File: src/rtl/cordic_seq_if.sv
// ============================================================================
// Module   : cordic_seq_if
// Brief    : Angle/result handshakes and atan ROM port of the CORDIC sequencer.
// Revision : 1.0
// ============================================================================
`default_nettype none

interface cordic_seq_if #(
  parameter int DATA_WIDTH = 16,
  parameter int ADDR_WIDTH = 4
);
  logic                  in_valid;
  logic                  in_ready;
  logic [DATA_WIDTH-1:0] angle_in;
  logic                  out_valid;
  logic                  out_ready;
  logic [DATA_WIDTH-1:0] cos_out;
  logic [DATA_WIDTH-1:0] sin_out;
  logic [ADDR_WIDTH-1:0] rom_addr;
  logic [DATA_WIDTH-1:0] rom_q;

  // Sequencer side
  modport slave (
    input  in_valid, angle_in, out_ready, rom_q,
    output in_ready, out_valid, cos_out, sin_out, rom_addr
  );

  // Angle source, result consumer and ROM side
  modport master (
    output in_valid, angle_in, out_ready, rom_q,
    input  in_ready, out_valid, cos_out, sin_out, rom_addr
  );
endinterface

`default_nettype wire

File: src/rtl/cordic_seq.sv
// ============================================================================
// Module   : cordic_seq
// Brief    : Iterative rotation-mode CORDIC, one micro-rotation per clock,
//            producing cos/sin of a signed angle. Optional quadrant
//            pre-rotation is enabled by defining CORDIC_QUAD_EXT_EN.
// Revision : 1.0
// ============================================================================
`default_nettype none

module cordic_seq #(
  parameter int                    DATA_WIDTH = 16,
  parameter int                    ADDR_WIDTH = 4,
  parameter int                    ITER       = 16,
  parameter logic [DATA_WIDTH-1:0] K_INIT     = 16'h26DD
) (
  input  wire         clk,
  input  wire         rst,
  cordic_seq_if.slave bus
);

  localparam int                    c_XW   = DATA_WIDTH + 2;
  localparam int                    c_ZW   = DATA_WIDTH + 1;
  localparam logic [ADDR_WIDTH-1:0] c_LAST = ADDR_WIDTH'(ITER - 1);

  typedef enum logic [1:0] {
    S_IDLE = 2'd0,
    S_RUN  = 2'd1,
    S_HOLD = 2'd2
  } state_t;

  state_t                  r_state;
  logic signed [c_XW-1:0]  r_x;
  logic signed [c_XW-1:0]  r_y;
  logic signed [c_ZW-1:0]  r_z;
  logic [ADDR_WIDTH-1:0]   r_i;
  logic                    r_out_valid;

  logic signed [c_XW-1:0]  w_x_sh;
  logic signed [c_XW-1:0]  w_y_sh;
  logic signed [c_ZW-1:0]  w_rom_ext;
  logic signed [c_ZW-1:0]  w_angle_ext;
  logic signed [c_XW-1:0]  w_k_ext;
  logic signed [c_XW-1:0]  w_x0;
  logic signed [c_XW-1:0]  w_y0;
  logic signed [c_ZW-1:0]  w_z0;
  logic                    w_accept;

  assign w_x_sh      = r_x >>> r_i;
  assign w_y_sh      = r_y >>> r_i;
  assign w_rom_ext   = $signed({bus.rom_q[DATA_WIDTH-1], bus.rom_q});
  assign w_angle_ext = $signed({bus.angle_in[DATA_WIDTH-1], bus.angle_in});
  assign w_k_ext     = $signed({{2{K_INIT[DATA_WIDTH-1]}}, K_INIT});
  assign w_accept    = bus.in_valid && (r_state == S_IDLE);

`ifdef CORDIC_QUAD_EXT_EN
  localparam logic signed [c_ZW-1:0] c_HALF_PI = c_ZW'(25736);

  // Angles beyond +/-pi/2 start from the (0, +/-K) vector with the residue.
  always_comb begin
    w_x0 = w_k_ext;
    w_y0 = '0;
    w_z0 = w_angle_ext;
    if (w_angle_ext > c_HALF_PI) begin
      w_x0 = '0;
      w_y0 = w_k_ext;
      w_z0 = w_angle_ext - c_HALF_PI;
    end else if (w_angle_ext < -c_HALF_PI) begin
      w_x0 = '0;
      w_y0 = -w_k_ext;
      w_z0 = w_angle_ext + c_HALF_PI;
    end
  end
`else
  always_comb begin
    w_x0 = w_k_ext;
    w_y0 = '0;
    w_z0 = w_angle_ext;
  end
`endif

  always_ff @(posedge clk) begin
    if (rst) begin
      r_state     <= S_IDLE;
      r_x         <= '0;
      r_y         <= '0;
      r_z         <= '0;
      r_i         <= '0;
      r_out_valid <= 1'b0;
    end else begin
      case (r_state)
        S_IDLE: begin
          if (w_accept) begin
            r_x     <= w_x0;
            r_y     <= w_y0;
            r_z     <= w_z0;
            r_i     <= '0;
            r_state <= S_RUN;
          end
        end
        S_RUN: begin
          // Negative residual angle rotates clockwise (d = -1).
          if (r_z[c_ZW-1]) begin
            r_x <= r_x + w_y_sh;
            r_y <= r_y - w_x_sh;
            r_z <= r_z + w_rom_ext;
          end else begin
            r_x <= r_x - w_y_sh;
            r_y <= r_y + w_x_sh;
            r_z <= r_z - w_rom_ext;
          end
          if (r_i == c_LAST) begin
            r_i         <= '0;
            r_state     <= S_HOLD;
            r_out_valid <= 1'b1;
          end else begin
            r_i <= r_i + ADDR_WIDTH'(1);
          end
        end
        S_HOLD: begin
          if (bus.out_ready) begin
            r_state     <= S_IDLE;
            r_out_valid <= 1'b0;
          end
        end
        default: begin
          r_state     <= S_IDLE;
          r_out_valid <= 1'b0;
        end
      endcase
    end
  end

  assign bus.in_ready  = (r_state == S_IDLE) && !rst;
  assign bus.out_valid = r_out_valid;
  assign bus.cos_out   = r_x[DATA_WIDTH-1:0];
  assign bus.sin_out   = r_y[DATA_WIDTH-1:0];
  assign bus.rom_addr  = r_i;

endmodule

`default_nettype wire

File: src/flat_wrapper.sv
// flat-port wrapper written by rule: the top's interface ports become plain ports
module cordic_seq_flat 
#(
  parameter int                    DATA_WIDTH = 16,
  parameter int                    ADDR_WIDTH = 4,
  parameter int                    ITER       = 16,
  parameter logic [DATA_WIDTH-1:0] K_INIT     = 16'h26DD
)
  (clk, rst, bus_in_valid, bus_angle_in, bus_out_ready, bus_rom_q, bus_in_ready, bus_out_valid, bus_cos_out, bus_sin_out, bus_rom_addr);
  cordic_seq_if #(.DATA_WIDTH(DATA_WIDTH), .ADDR_WIDTH(ADDR_WIDTH)) bus_i ();
  input  wire clk;
  input  wire rst;
  input wire logic [$bits(bus_i.in_valid)-1:0] bus_in_valid;
  input wire logic [$bits(bus_i.angle_in)-1:0] bus_angle_in;
  input wire logic [$bits(bus_i.out_ready)-1:0] bus_out_ready;
  input wire logic [$bits(bus_i.rom_q)-1:0] bus_rom_q;
  output wire logic [$bits(bus_i.in_ready)-1:0] bus_in_ready;
  output wire logic [$bits(bus_i.out_valid)-1:0] bus_out_valid;
  output wire logic [$bits(bus_i.cos_out)-1:0] bus_cos_out;
  output wire logic [$bits(bus_i.sin_out)-1:0] bus_sin_out;
  output wire logic [$bits(bus_i.rom_addr)-1:0] bus_rom_addr;
  assign bus_i.in_valid = bus_in_valid;
  assign bus_i.angle_in = bus_angle_in;
  assign bus_i.out_ready = bus_out_ready;
  assign bus_i.rom_q = bus_rom_q;
  assign bus_in_ready = bus_i.in_ready;
  assign bus_out_valid = bus_i.out_valid;
  assign bus_cos_out = bus_i.cos_out;
  assign bus_sin_out = bus_i.sin_out;
  assign bus_rom_addr = bus_i.rom_addr;
  cordic_seq #(.DATA_WIDTH(DATA_WIDTH), .ADDR_WIDTH(ADDR_WIDTH), .ITER(ITER), .K_INIT(K_INIT)) u_core (.clk(clk), .rst(rst), .bus(bus_i));
endmodule
File: config.mk
export PLATFORM = sky130hd
export DESIGN_NAME = cordic_seq_flat
export DESIGN_NICKNAME = d
export VERILOG_FILES = /design/src/rtl/cordic_seq_if.sv /design/src/rtl/cordic_seq.sv /design/src/flat_wrapper.sv
export SDC_FILE = /design/constraint.sdc
export NUM_CORES = 1
export LEC_CHECK = 0
export CORE_UTILIZATION = 40
export CTS_BUF_LIST = sky130_fd_sc_hd__clkbuf_8
export CTS_CLUSTER_DIAMETER = 150
export DETAILED_ROUTE_END_ITERATION = 12
export PLACE_DENSITY_LB_ADDON = 0.08
export REMOVE_ABC_BUFFERS = 1
export SYNTH_ARGS = -nofsm -noshare
export SYNTH_HDL_FRONTEND = slang
export SYNTH_SLANG_ARGS = --single-unit
File: constraint.sdc
create_clock -name clk -period 14.5 [get_ports clk]
set_input_delay 2.9 -clock clk [delete_from_list [all_inputs] [get_ports clk]]
set_output_delay 2.9 -clock clk [all_outputs]
set_load 0.01 [all_outputs]
==> impl_metrics.py <==
metrics = {
    "synth": {
        "netlist_instances": 994,
        "yosys.area.top_type": "dfxtp_1",
        "yosys-top-cells-area": "dfxtp_1 (15%), ha_1 (8.6%), mux4_2 (7.7%), nor2_1 (5.4%), a21oi_1 (4.6%)",
        "syn_avg_cell_area_sq_um": 7.945,
        "synthFlopType": "dfxtp_1",
        "synth_area_sq_um": 7898,
        "yosysUniqueCellTypes": 87,
        "synth.yosys.warnings": 0,
        "yosysTopAreaCellShare_pct": 15.21,
        "async_flop_share_pct": 0,
        "synth_seq_cells": 60,
        "yosysSeqAreaShare_pct": 15.21,
        "synth_edf_count": 0,
    },
    "finish": {
        "layout_commonest_cell": "nor2_1",
        "drive_gt1_share_pct": 9.690,
        "final_cell_mix": "nor2_1 (113), nand2_1 (75), a21oi_1 (72), clkdlybuf4s50_1 (72), dfxtp_1 (58)",
        "syn_to_final_growth_pct": 10.09,
        "nets": 1090,
        "final_cells": 1266,
        "antenna_cells": 0,
    },
    "worst_setup_path": {
        "cp-endpoint": "bus_in_ready",
        "r2r_cells": 19,
        "r2r_slack_ns": 8.43,
        "start_kind": "primary input",
        "r2r-start": "u_core.bus.rom_addr[0]$_SDFFE_PP0P_",
        "critPathMaxFanout": 69,
        "startpoint": "rst",
        "crit_required_ns": 11.60,
        "worstSetupPathType": "in -> out",
        "worstPathArrival_ns": 4.18,
        "rr_endpoint": "u_core.r_y[17]$_SDFFE_PP0P_",
        "end_kind": "output pin",
    },
    "sta": {
        "rsz0062_at_grt": "false",
        "setup_viol": 0,
        "clock_skew_ns": 0.01400,
        "final_max_slew_viol_count": 0,
        "min_period_ns": 7.083,
        "hold_viol_final": 0,
        "tns_ns": 0,
        "relSlewSlack_pct": 30.96,
        "fmax_mhz": 141.2,
        "period_share_pct": 48.84,
        "holdWs_ns": 0.4736,
        "tightestPinTransition_ns": 1.033,
    },
    "placed_design": {
        "place_hpwl_um": 16010,
        "port_buffers": 73,
        "gp_congestion": 0.8407,
        "dp_cells": 1251,
    },
    "grt": {
        "grt.total_usage_pct": 22.68,
        "grt_pass1_wl_um": 36070,
        "grt_max_degree": 70,
        "overflow": 0,
        "first_global_vias": 6671,
        "antenna_found_initial": 0,
    },
    "power": {
        "netSwitchingFraction_pct": 47.75,
        "pwr-share-seq_pct": 18.4,
        "pwr-share-comb_pct": 72.0,
        "p_leak_nw": 3.375,
        "intPower_mw": 0.8028,
        "p_switching_mw": 0.7337,
        "clockPowerShare_pct": 9.6,
        "ir_worst_vdd_uv": 98.71,
        "power_density_nw_per_um2": 176.7,
    },
    "drt": {
        "drc": 0,
        "wl_per_cell_um": 17.56,
        "totalWireLength_um": 22230,
        "drt_iter0_drc": 415,
        "vias_per_cell": 5.689,
        "ant_nets": 0,
        "dr.pass1.iters": 5,
        "vias": 7202,
    },
    "worst_hold_path": {
        "worstHoldPathCells": 2,
        "hold_class": "reg -> reg",
    },
    "floorplanning": {
        "initial_core_util_pct": 40.71,
        "dieHeight_um": 142.5,
        "rows": 51,
        "io_pins": 74,
        "dieArea_sq_um": 20310,
        "die_w_um": 142.5,
        "core-area_sq_um": 19400,
    },
    "cts": {
        "cts-resized-gates": 0,
        "cts_tree": "yes",
        "hold_buffers": 0,
        "htree_levels": 3,
        "cts_buffers": 9,
        "postCtsSetupBuffers": 0,
        "clockRootBuffer": "clkbuf_8",
        "clk_pin_slew_ns": 0.08,
        "clock-sinks": 60,
        "clkLatencyLatePin_ns": 0.38,
        "cts_buffer_depth": 2,
    },
    "outcome": {
        "outcome": "completed",
    },
    "run": {
        "drv_cap": 0,
    },
}
-- synthesized netlist by cell type, types with 5 or more instances --
master,number
o21ai_1,5
and2_1,12
o22ai_1,5
clkbuf_1,37
o21bai_1,6
o211ai_1,8
o21a_1,13
nor3b_1,5
mux2i_1,36
buf_2,5
nand2_1,75
a311oi_1,13
nor2b_1,13
ha_1,54
a21o_1,14
nand3_1,11
buf_4,34
o21ai_0,38
or2_2,7
inv_1,33
xor2_1,33
nand2b_1,15
dfxtp_1,60
nor2_1,114
or3_1,10
buf_1,8
xnor2_1,41
a211oi_1,7
nor3_1,29
a31oi_1,19
a21oi_1,72
and3_1,6
a22oi_1,16
mux4_2,27
nor4_1,6
mux2_2,14
-- how the worst min path moves through the flow --
| stage | from | to | slack [ns] |
|---|---|---|---|
| floorplan | u_core.r_z[5]$_SDFFE_PP0P_ | u_core.r_z[5]$_SDFFE_PP0P_ | 0.43 |
| global placement | u_core.r_z[5]$_SDFFE_PP0P_ | u_core.r_z[5]$_SDFFE_PP0P_ | 0.45 |
| detailed placement | u_core.bus.out_valid$_SDFFE_PP0P_ | u_core.bus.out_valid$_SDFFE_PP0P_ | 0.46 |
| CTS | u_core.bus.out_valid$_SDFFE_PP0P_ | u_core.bus.out_valid$_SDFFE_PP0P_ | 0.48 |
| global route | u_core.bus.out_valid$_SDFFE_PP0P_ | u_core.bus.out_valid$_SDFFE_PP0P_ | 0.50 |
| finish | u_core.bus.out_valid$_SDFFE_PP0P_ | u_core.bus.out_valid$_SDFFE_PP0P_ | 0.47 |
-- metrics by stage --
step           utilization [%]  cell area [sq um]  power, mW  setup slack, ns
6_report                 44.82               8695      1.536            7.417
3_5_place_dp             43.91               8518      1.382            7.397
3_3_place_gp             43.91               8518      1.384            7.406
5_1_grt                  44.82               8695      1.686            7.285
2_1_floorplan                -               7388      1.122            8.106
4_1_cts                  44.82               8695      1.543            7.387
-- registers in the layout, indices dropped and copies added, names as in the netlist --
name	cells
u_core.r_x	18
u_core.bus.rom_addr	4
u_core.r_z	17
u_core.r_state	2
u_core.r_y	18
u_core.bus.out_valid	1
-- area by class of cell --
class                      count  area [sq um]
multi-input combinational    810          6063
tap                          265         331.6
timing repair buffer          81         785.8
clock buffer                  11         151.4
sequential                    60          1206
fill                        2032         10700
clock inverter                 4         25.02
inverter                      35         131.4
-- power by group through the flow --
stage	Combinational [mW]	Clock [mW]	Sequential [mW]
3_3_place_gp	1.10	0	0.286
2_1_floorplan	0.854	0	0.268
4_1_cts	1.10	0.155	0.283
6_report	1.11	0.147	0.283
3_5_place_dp	1.10	0	0.286
5_1_grt	1.23	0.161	0.292
-- critical path: stages --
cell,delay (ns)
buf_2,0.07
buf_4,0.58
nor3_1,0.10
clkdlybuf4s50_1,0.51
-- layer usage --
| layer | track usage [%] | wire length [um] | part of all wire, % |
|---|---|---|---|
| met5 | 0 | 0 | 0 |
| met4 | 5.886 | 272 | 1.2 |
| met3 | 4.038 | 1029 | 4.6 |
| met2 | 33.54 | 9627 | 43 |
| met1 | 33.45 | 11300 | 51 |
-- cell families after synthesis --
| family | count (synthesis) | synth area share, % |
|---|---|---|
| compound gates | 269 | 23.13 |
| flops | 60 | 15.21 |
| mux | 86 | 16.06 |
| xor+xnor | 74 | 8.207 |
| fa+ha+maj | 57 | 9.316 |
| buf+inv | 124 | 8.111 |
| simple gates | 324 | 19.96 |
(Power assumes the default switching activity.)
